$ cat src/rtl/i2c_seq_pkg.sv
// Shared encodings for the I2C transfer sequencer: engine opcodes, FSM states
// and completion error codes.
package i2c_seq_pkg;

  typedef enum logic [2:0] {
    OP_START   = 3'd0,
    OP_RESTART = 3'd1,
    OP_WRITE   = 3'd2,
    OP_READ    = 3'd3,
    OP_STOP    = 3'd4
  } cmd_op_e;

  typedef enum logic [3:0] {
    S_IDLE  = 4'd0,
    S_START = 4'd1,
    S_DEVW  = 4'd2,
    S_REG   = 4'd3,
    S_WDAT  = 4'd4,
    S_RSTRT = 4'd5,
    S_DEVR  = 4'd6,
    S_RDAT  = 4'd7,
    S_STOP  = 4'd8,
    S_DONE  = 4'd9
  } seq_state_e;

  typedef enum logic {
    PH_ISSUE = 1'b0,
    PH_WAIT  = 1'b1
  } seq_phase_e;

  typedef enum logic [1:0] {
    ERR_OK   = 2'd0,
    ERR_ADDR = 2'd1,
    ERR_DATA = 2'd2,
    ERR_TMO  = 2'd3
  } seq_err_e;

endpackage

$ cat src/rtl/i2c_seq_rr_arb.sv
// Two-way round-robin arbiter; last_gnt points at the most recent winner so the
// other requester wins the next contested grant.
module i2c_seq_rr_arb
  import i2c_seq_pkg::*;
(
  input  logic       clk,
  input  logic       rst,
  input  logic [1:0] req,
  input  logic       advance,
  output logic [1:0] gnt
);

  logic last_gnt;

  always_comb begin
    gnt = 2'b00;
    unique case (req)
      2'b01:   gnt = 2'b01;
      2'b10:   gnt = 2'b10;
      2'b11:   gnt = last_gnt ? 2'b01 : 2'b10;
      default: gnt = 2'b00;
    endcase
  end

  always_ff @(posedge clk) begin
    if (rst) begin
      last_gnt <= 1'b1;
    end else if (advance && (|req)) begin
      last_gnt <= gnt[1];
    end
  end

endmodule

$ cat src/rtl/i2c_xfer_sequencer.sv
// Expands arbitrated register read/write requests into I2C byte-engine commands.
// Optional per-response watchdog enabled by defining I2C_SEQ_TIMEOUT_EN.
//
// state | meaning
// IDLE  | waiting for a request; grants and latches it
// START | START condition
// DEVW  | device address, write direction
// REG   | register address byte
// WDAT  | write data byte
// RSTRT | repeated START
// DEVR  | device address, read direction
// RDAT  | single-byte read, master NACKs
// STOP  | STOP condition, always issued once a transfer starts
// DONE  | one-cycle completion pulse
module i2c_xfer_sequencer
  import i2c_seq_pkg::*;
#(
  parameter int TIMEOUT_CYCLES = 100000
) (
  input  logic            clk,
  input  logic            rst,
  input  logic [1:0]      req_valid,
  output logic [1:0]      req_ready,
  input  logic [1:0]      req_rw,
  input  logic [1:0][6:0] req_dev,
  input  logic [1:0][7:0] req_reg,
  input  logic [1:0][7:0] req_wdata,
  output logic            done_valid,
  output logic            done_id,
  output logic [7:0]      done_rdata,
  output logic [1:0]      done_err,
  output logic            cmd_valid,
  input  logic            cmd_ready,
  output logic [2:0]      cmd_op,
  output logic [7:0]      cmd_wdata,
  output logic            cmd_nack_rd,
  input  logic            rsp_valid,
  input  logic            rsp_nack,
  input  logic [7:0]      rsp_rdata,
  output logic            busy
);

  seq_state_e state_q, state_d;
  seq_phase_e phase_q, phase_d;
  logic       cmd_valid_q, cmd_valid_d;
  logic [1:0] req_ready_q, req_ready_d;
  logic       id_q, id_d;
  logic       rw_q, rw_d;
  logic [6:0] dev_q, dev_d;
  logic [7:0] regaddr_q, regaddr_d;
  logic [7:0] wdata_q, wdata_d;
  logic [7:0] rdata_q, rdata_d;
  seq_err_e   err_q, err_d;
  logic [1:0] arb_gnt;
  logic       arb_advance;
  cmd_op_e    op_w;

`ifdef I2C_SEQ_TIMEOUT_EN
  localparam int TMO_W = (TIMEOUT_CYCLES > 1) ? $clog2(TIMEOUT_CYCLES) : 1;
  localparam logic [TMO_W-1:0] TMO_LOAD = TMO_W'(TIMEOUT_CYCLES - 1);
  logic [TMO_W-1:0] tmo_q, tmo_d;
`else
  logic unused_tmo_cfg;
  assign unused_tmo_cfg = (TIMEOUT_CYCLES == 0);
`endif

  i2c_seq_rr_arb u_arb (
    .clk     (clk),
    .rst     (rst),
    .req     (req_valid),
    .advance (arb_advance),
    .gnt     (arb_gnt)
  );

  always_ff @(posedge clk) begin
    if (rst) begin
      state_q     <= S_IDLE;
      phase_q     <= PH_ISSUE;
      cmd_valid_q <= 1'b0;
      req_ready_q <= 2'b00;
      id_q        <= 1'b0;
      rw_q        <= 1'b0;
      dev_q       <= '0;
      regaddr_q   <= '0;
      wdata_q     <= '0;
      rdata_q     <= '0;
      err_q       <= ERR_OK;
    end else begin
      state_q     <= state_d;
      phase_q     <= phase_d;
      cmd_valid_q <= cmd_valid_d;
      req_ready_q <= req_ready_d;
      id_q        <= id_d;
      rw_q        <= rw_d;
      dev_q       <= dev_d;
      regaddr_q   <= regaddr_d;
      wdata_q     <= wdata_d;
      rdata_q     <= rdata_d;
      err_q       <= err_d;
    end
  end

`ifdef I2C_SEQ_TIMEOUT_EN
  always_ff @(posedge clk) begin
    if (rst) tmo_q <= '0;
    else     tmo_q <= tmo_d;
  end
`endif

  always_comb begin
    state_d     = state_q;
    phase_d     = phase_q;
    cmd_valid_d = 1'b0;
    req_ready_d = 2'b00;
    id_d        = id_q;
    rw_d        = rw_q;
    dev_d       = dev_q;
    regaddr_d   = regaddr_q;
    wdata_d     = wdata_q;
    rdata_d     = rdata_q;
    err_d       = err_q;
    arb_advance = 1'b0;
`ifdef I2C_SEQ_TIMEOUT_EN
    tmo_d       = tmo_q;
`endif
    unique case (state_q)
      S_IDLE: begin
        if (|req_valid) begin
          arb_advance = 1'b1;
          req_ready_d = arb_gnt;
          id_d        = arb_gnt[1];
          rw_d        = req_rw[arb_gnt[1]];
          dev_d       = req_dev[arb_gnt[1]];
          regaddr_d   = req_reg[arb_gnt[1]];
          wdata_d     = req_wdata[arb_gnt[1]];
          rdata_d     = '0;
          err_d       = ERR_OK;
          state_d     = S_START;
          phase_d     = PH_ISSUE;
        end
      end
      S_DONE: state_d = S_IDLE;
      default: begin
        if (phase_q == PH_ISSUE) begin
          if (cmd_valid_q && cmd_ready) begin
            phase_d = PH_WAIT;
`ifdef I2C_SEQ_TIMEOUT_EN
            tmo_d   = TMO_LOAD;
`endif
          end else begin
            cmd_valid_d = 1'b1;
          end
        end else if (rsp_valid) begin
          phase_d = PH_ISSUE;
          // A NACK on any byte skips straight to STOP so the bus is released.
          unique case (state_q)
            S_START: state_d = S_DEVW;
            S_DEVW: begin
              if (rsp_nack) begin
                err_d   = ERR_ADDR;
                state_d = S_STOP;
              end else begin
                state_d = S_REG;
              end
            end
            S_REG: begin
              if (rsp_nack) begin
                err_d   = ERR_DATA;
                state_d = S_STOP;
              end else begin
                state_d = rw_q ? S_RSTRT : S_WDAT;
              end
            end
            S_WDAT: begin
              if (rsp_nack) err_d = ERR_DATA;
              state_d = S_STOP;
            end
            S_RSTRT: state_d = S_DEVR;
            S_DEVR: begin
              if (rsp_nack) begin
                err_d   = ERR_ADDR;
                state_d = S_STOP;
              end else begin
                state_d = S_RDAT;
              end
            end
            S_RDAT: begin
              rdata_d = rsp_rdata;
              state_d = S_STOP;
            end
            S_STOP:  state_d = S_DONE;
            default: state_d = S_IDLE;
          endcase
        end
`ifdef I2C_SEQ_TIMEOUT_EN
        else if (tmo_q == '0) begin
          err_d   = ERR_TMO;
          phase_d = PH_ISSUE;
          state_d = (state_q == S_STOP) ? S_DONE : S_STOP;
        end else begin
          tmo_d = tmo_q - 1'b1;
        end
`endif
      end
    endcase
  end

  always_comb begin
    op_w      = OP_START;
    cmd_wdata = 8'h00;
    unique case (state_q)
      S_START: op_w = OP_START;
      S_DEVW: begin
        op_w      = OP_WRITE;
        cmd_wdata = {dev_q, 1'b0};
      end
      S_REG: begin
        op_w      = OP_WRITE;
        cmd_wdata = regaddr_q;
      end
      S_WDAT: begin
        op_w      = OP_WRITE;
        cmd_wdata = wdata_q;
      end
      S_RSTRT: op_w = OP_RESTART;
      S_DEVR: begin
        op_w      = OP_WRITE;
        cmd_wdata = {dev_q, 1'b1};
      end
      S_RDAT:  op_w = OP_READ;
      S_STOP:  op_w = OP_STOP;
      default: op_w = OP_START;
    endcase
  end

  assign cmd_op      = op_w;
  assign cmd_valid   = cmd_valid_q;
  assign cmd_nack_rd = (state_q == S_RDAT);
  assign req_ready   = req_ready_q;
  assign busy        = (state_q != S_IDLE);

  // Completion fields are masked outside the pulse; read data only survives a clean transfer.
  assign done_valid = (state_q == S_DONE);
  assign done_id    = done_valid & id_q;
  assign done_err   = done_valid ? err_q : ERR_OK;
  assign done_rdata = (done_valid && (err_q == ERR_OK)) ? rdata_q : 8'h00;

endmodule
$ cat config.mk
export PLATFORM = sky130hd
export DESIGN_NAME = i2c_xfer_sequencer
export DESIGN_NICKNAME = d
export VERILOG_FILES = /design/src/rtl/i2c_seq_pkg.sv /design/src/rtl/i2c_seq_rr_arb.sv /design/src/rtl/i2c_xfer_sequencer.sv
export SDC_FILE = /design/constraint.sdc
export NUM_CORES = 1
export LEC_CHECK = 0
export BUFFER_PORTS_ARGS = -buffer_cell sky130_fd_sc_hd__buf_2
export CORE_ASPECT_RATIO = 0.5
export CORE_MARGIN = 4
export CORE_UTILIZATION = 54
export CTS_BUF_LIST = sky130_fd_sc_hd__clkbuf_8
export DETAILED_ROUTE_END_ITERATION = 8
export PLACE_DENSITY_LB_ADDON = 0.08
export SETUP_SLACK_MARGIN = 0.3
export SLEW_MARGIN = 0
export SYNTH_ARGS = -nofsm -noshare
export SYNTH_HDL_FRONTEND = slang
export SYNTH_SLANG_ARGS = --single-unit
export TNS_END_PERCENT = 5
$ cat constraint.sdc
create_clock -name clk -period 2.55 [get_ports clk]
set_input_delay 0.51 -clock clk [delete_from_list [all_inputs] [get_ports clk]]
set_output_delay 0.51 -clock clk [all_outputs]
set_load 0.01 [all_outputs]
==> flow_metrics.tcl <==
set metrics [dict create \
    ys.flop_type "dfxtp_1" \
    clk_latency_ps 290 \
    finalWorstSetupSlack_ps 260 \
    worstSetupEndpointType "primary output" \
    hp-class "in2reg" \
    grtUsageTotal_pct 22.1 \
    ys_seq_area_share_pct 37.9 \
    worstSetupStartpointType "flip-flop" \
    p_leak_nw 1.40 \
    drive_above_1_share_pct 35.7 \
    grt_overflow 0 \
    cts_tree "built" \
    clk_pin_slew_worst_paths_ps 90 \
    max_freq_mhz 437 \
    synth_seq_cells 44 \
    critPathLaunch "state_q[3]" \
    tns_ps 0 \
    wl_um 5960 \
    grt_pass1_wl_um 9670 \
    crit_type "reg2out" \
    io_buffers 90 \
    cts.sinks 44 \
    n_antenna_cell 0 \
    worstMarginPinSlew_ps 553 \
    nets 421 \
    numCtsBuffers 5 \
    synth_most_common_cell "dfxtp_1" \
    ctsHoldBuffers 0 \
    die_h_um 54.4 \
    drt_first_pass_iters 4 \
    yosys.area.top_type "dfxtp_1" \
    cts_max_path_buffers 2 \
    synth_nets 332 \
    drc 0 \
    synthArstFlopShare_pct 0 \
    relSlewSlack_pct 63.0 \
    rrSetupSlack_ps 630 \
    worstReg2RegStart "state_q[3]" \
    io_pins 91 \
    synth_area_leaders "dfxtp_1 38%, mux2i_1 14%, a211oi_1 8.7%, nor2_1 5.8%, nand2b_1 3.5%" \
    grt_pass1_vias 2195 \
    critPathMaxFanout 16 \
    maxSlewViolCount 0 \
    num_vias 2309 \
    ant_nets 0 \
    dieArea_um2 5480 \
    pre_cts_ws_ps 403 \
    rsz0062_at_grt "yes" \
    viasPerCell 5.59 \
    antenna_found_initial 0 \
    ir_drop_uv 300 \
    status "completed" \
    power_density_nw_per_um2 552 \
    avgSynthCellArea_um2 8.64 \
    yosys.area.top_type_share_pct 37.9 \
    die_w_um 101 \
    fin_crit_ps 2290 \
    grt_max_degree 49 \
    core.rowCount 16 \
    hold_viol 0 \
    arrival_ps 1780 \
    clock_skew_ps 9.51 \
    ys_types 37 \
    cts_root_buffer "clkbuf_8" \
    worstReg2RegEnd "regaddr_q[2]" \
    h-tree-depth 2 \
    post-route-period-util_pct 89.8 \
    area_growth_pct 29.2 \
    ys_warn_count 0 \
    core_um2 4020 \
    cp-endpoint "cmd_wdata[5]" \
    rr_worst_depth 7 \
    syn-cell-area_um2 2320 \
    synthTopCellsByCount "44 x dfxtp_1, 36 x nor2_1, 32 x mux2i_1" \
    gp_congestion 0.797 \
    syn-instance-count 269 \
    synth-edff-count 0 \
    required_ps 2040 \
    dp_hpwl_um 4170 \
    drt_iter0_markers 116 \
    start_util_pct 57.7 \
    maxCapViolations 0 \
    finalSetupViolCount 0 \
    wl_per_cell_um 14.4 \
]
[critical path: stages, from the launching register on]
cell and delay, ps:
dfxtp_4 460, nand2b_1 250, nor2_2 130, a222oi_1 420, inv_1 80, buf_2 150
[metal layers]
| metal | vias to the layer above | global-route usage, % | share of wire, % |
|---|---|---|---|
| met5 | - | 0 | 0 |
| li1 | 1146 | - | - |
| met4 | 0 | 5.82 | 0.99 |
| met1 | 1077 | 26.8 | 43 |
| met2 | 80 | 40.0 | 48 |
| met3 | 6 | 5.60 | 7.4 |
[stage by stage]
stage	power (mW)	area [um^2]	hold WS [ps]	std cells	util, %
3_5_place_dp	1.22	2820	469	400	70.1
5_1_grt	1.75	3000	459	413	74.6
3_3_place_gp	1.21	2820	455	400	70.1
4_1_cts	1.66	2980	448	412	74.0
2_1_floorplan	1.10	2320	447	269	-
6_report	1.66	3000	451	413	74.6
[registers in the layout (all words and copies together), names as in the netlist]
name / flops
cmd_valid: 1
dev_q: 7
err_q: 2
id_q: 1
phase_q: 1
rdata_q: 8
regaddr_q: 8
req_ready: 2
rw_q: 1
state_q: 4
u_arb.last_gnt: 1
wdata_q: 8
[logic make-up (layout without fill, tap and decap cells)]
| logic type | count (synthesis) | after routing | share of synthesized area, % |
|---|---|---|---|
| AO/OA/AOI/OAI | 62 | 62 | 18.6 |
| XOR/XNOR | 1 | 1 | 0.377 |
| buffers and inverters | 33 | 123 | 6.62 |
| flip-flops | 44 | 44 | 37.9 |
| multiplexers | 32 | 32 | 13.8 |
| AND/OR/NAND/NOR | 97 | 97 | 22.7 |
[worst min path at each step]
stage                  from         end  slack, ps  cells past startpoint
3_5_place_dp     rdata_q[6]  rdata_q[6]        470                      2
4_1_cts        rsp_rdata[6]  rdata_q[6]        450                      3
6_report       rsp_rdata[6]  rdata_q[6]        450                      3
3_3_place_gp     rdata_q[1]  rdata_q[1]        450                      2
5_1_grt        rsp_rdata[0]  rdata_q[0]        460                      3
2_1_floorplan    rdata_q[0]  rdata_q[0]        450                      2
[what timing repair did]
action | in CTS | in global routing
pin swaps | 2 | 2
setup buffers | 4 | 1
setup endpoints to repair | 15 | 16
cloned | 0 | 0
gates resized for setup | 11 | 3
[report_power, final]
group	switching, mW	internal (mW)	leakage, nW
Combinational	0.222	0.185	0.992
Sequential	0.0497	0.769	0.365
Clock	0.242	0.191	0.0479
Total	0.513	1.14	1.40
[final cells by class]
class / count / area [um^2]
clock inverters: 3 / 18.8
multi-input cells: 192 / 1340
well taps: 54 / 67.6
flip-flops and latches: 44 / 887
clock buffers: 5 / 68.8
inverters: 12 / 45.0
repair buffers: 103 / 571
fillers: 311 / 1020
[layout by cell type (no fill, tap or decap), types with 3 or more instances in the layout]
cell type / count
a222oi_1: 7
o21ai_0: 9
or4_1: 3
buf_2: 89
nand2_1: 14
buf_4: 11
a21oi_1: 12
nand2b_1: 12
mux2i_1: 32
clkbuf_8: 5
nor2_1: 34
inv_1: 11
and2_1: 11
a211oi_1: 27
dfxtp_1: 41
(Power assumes the default switching activity.)
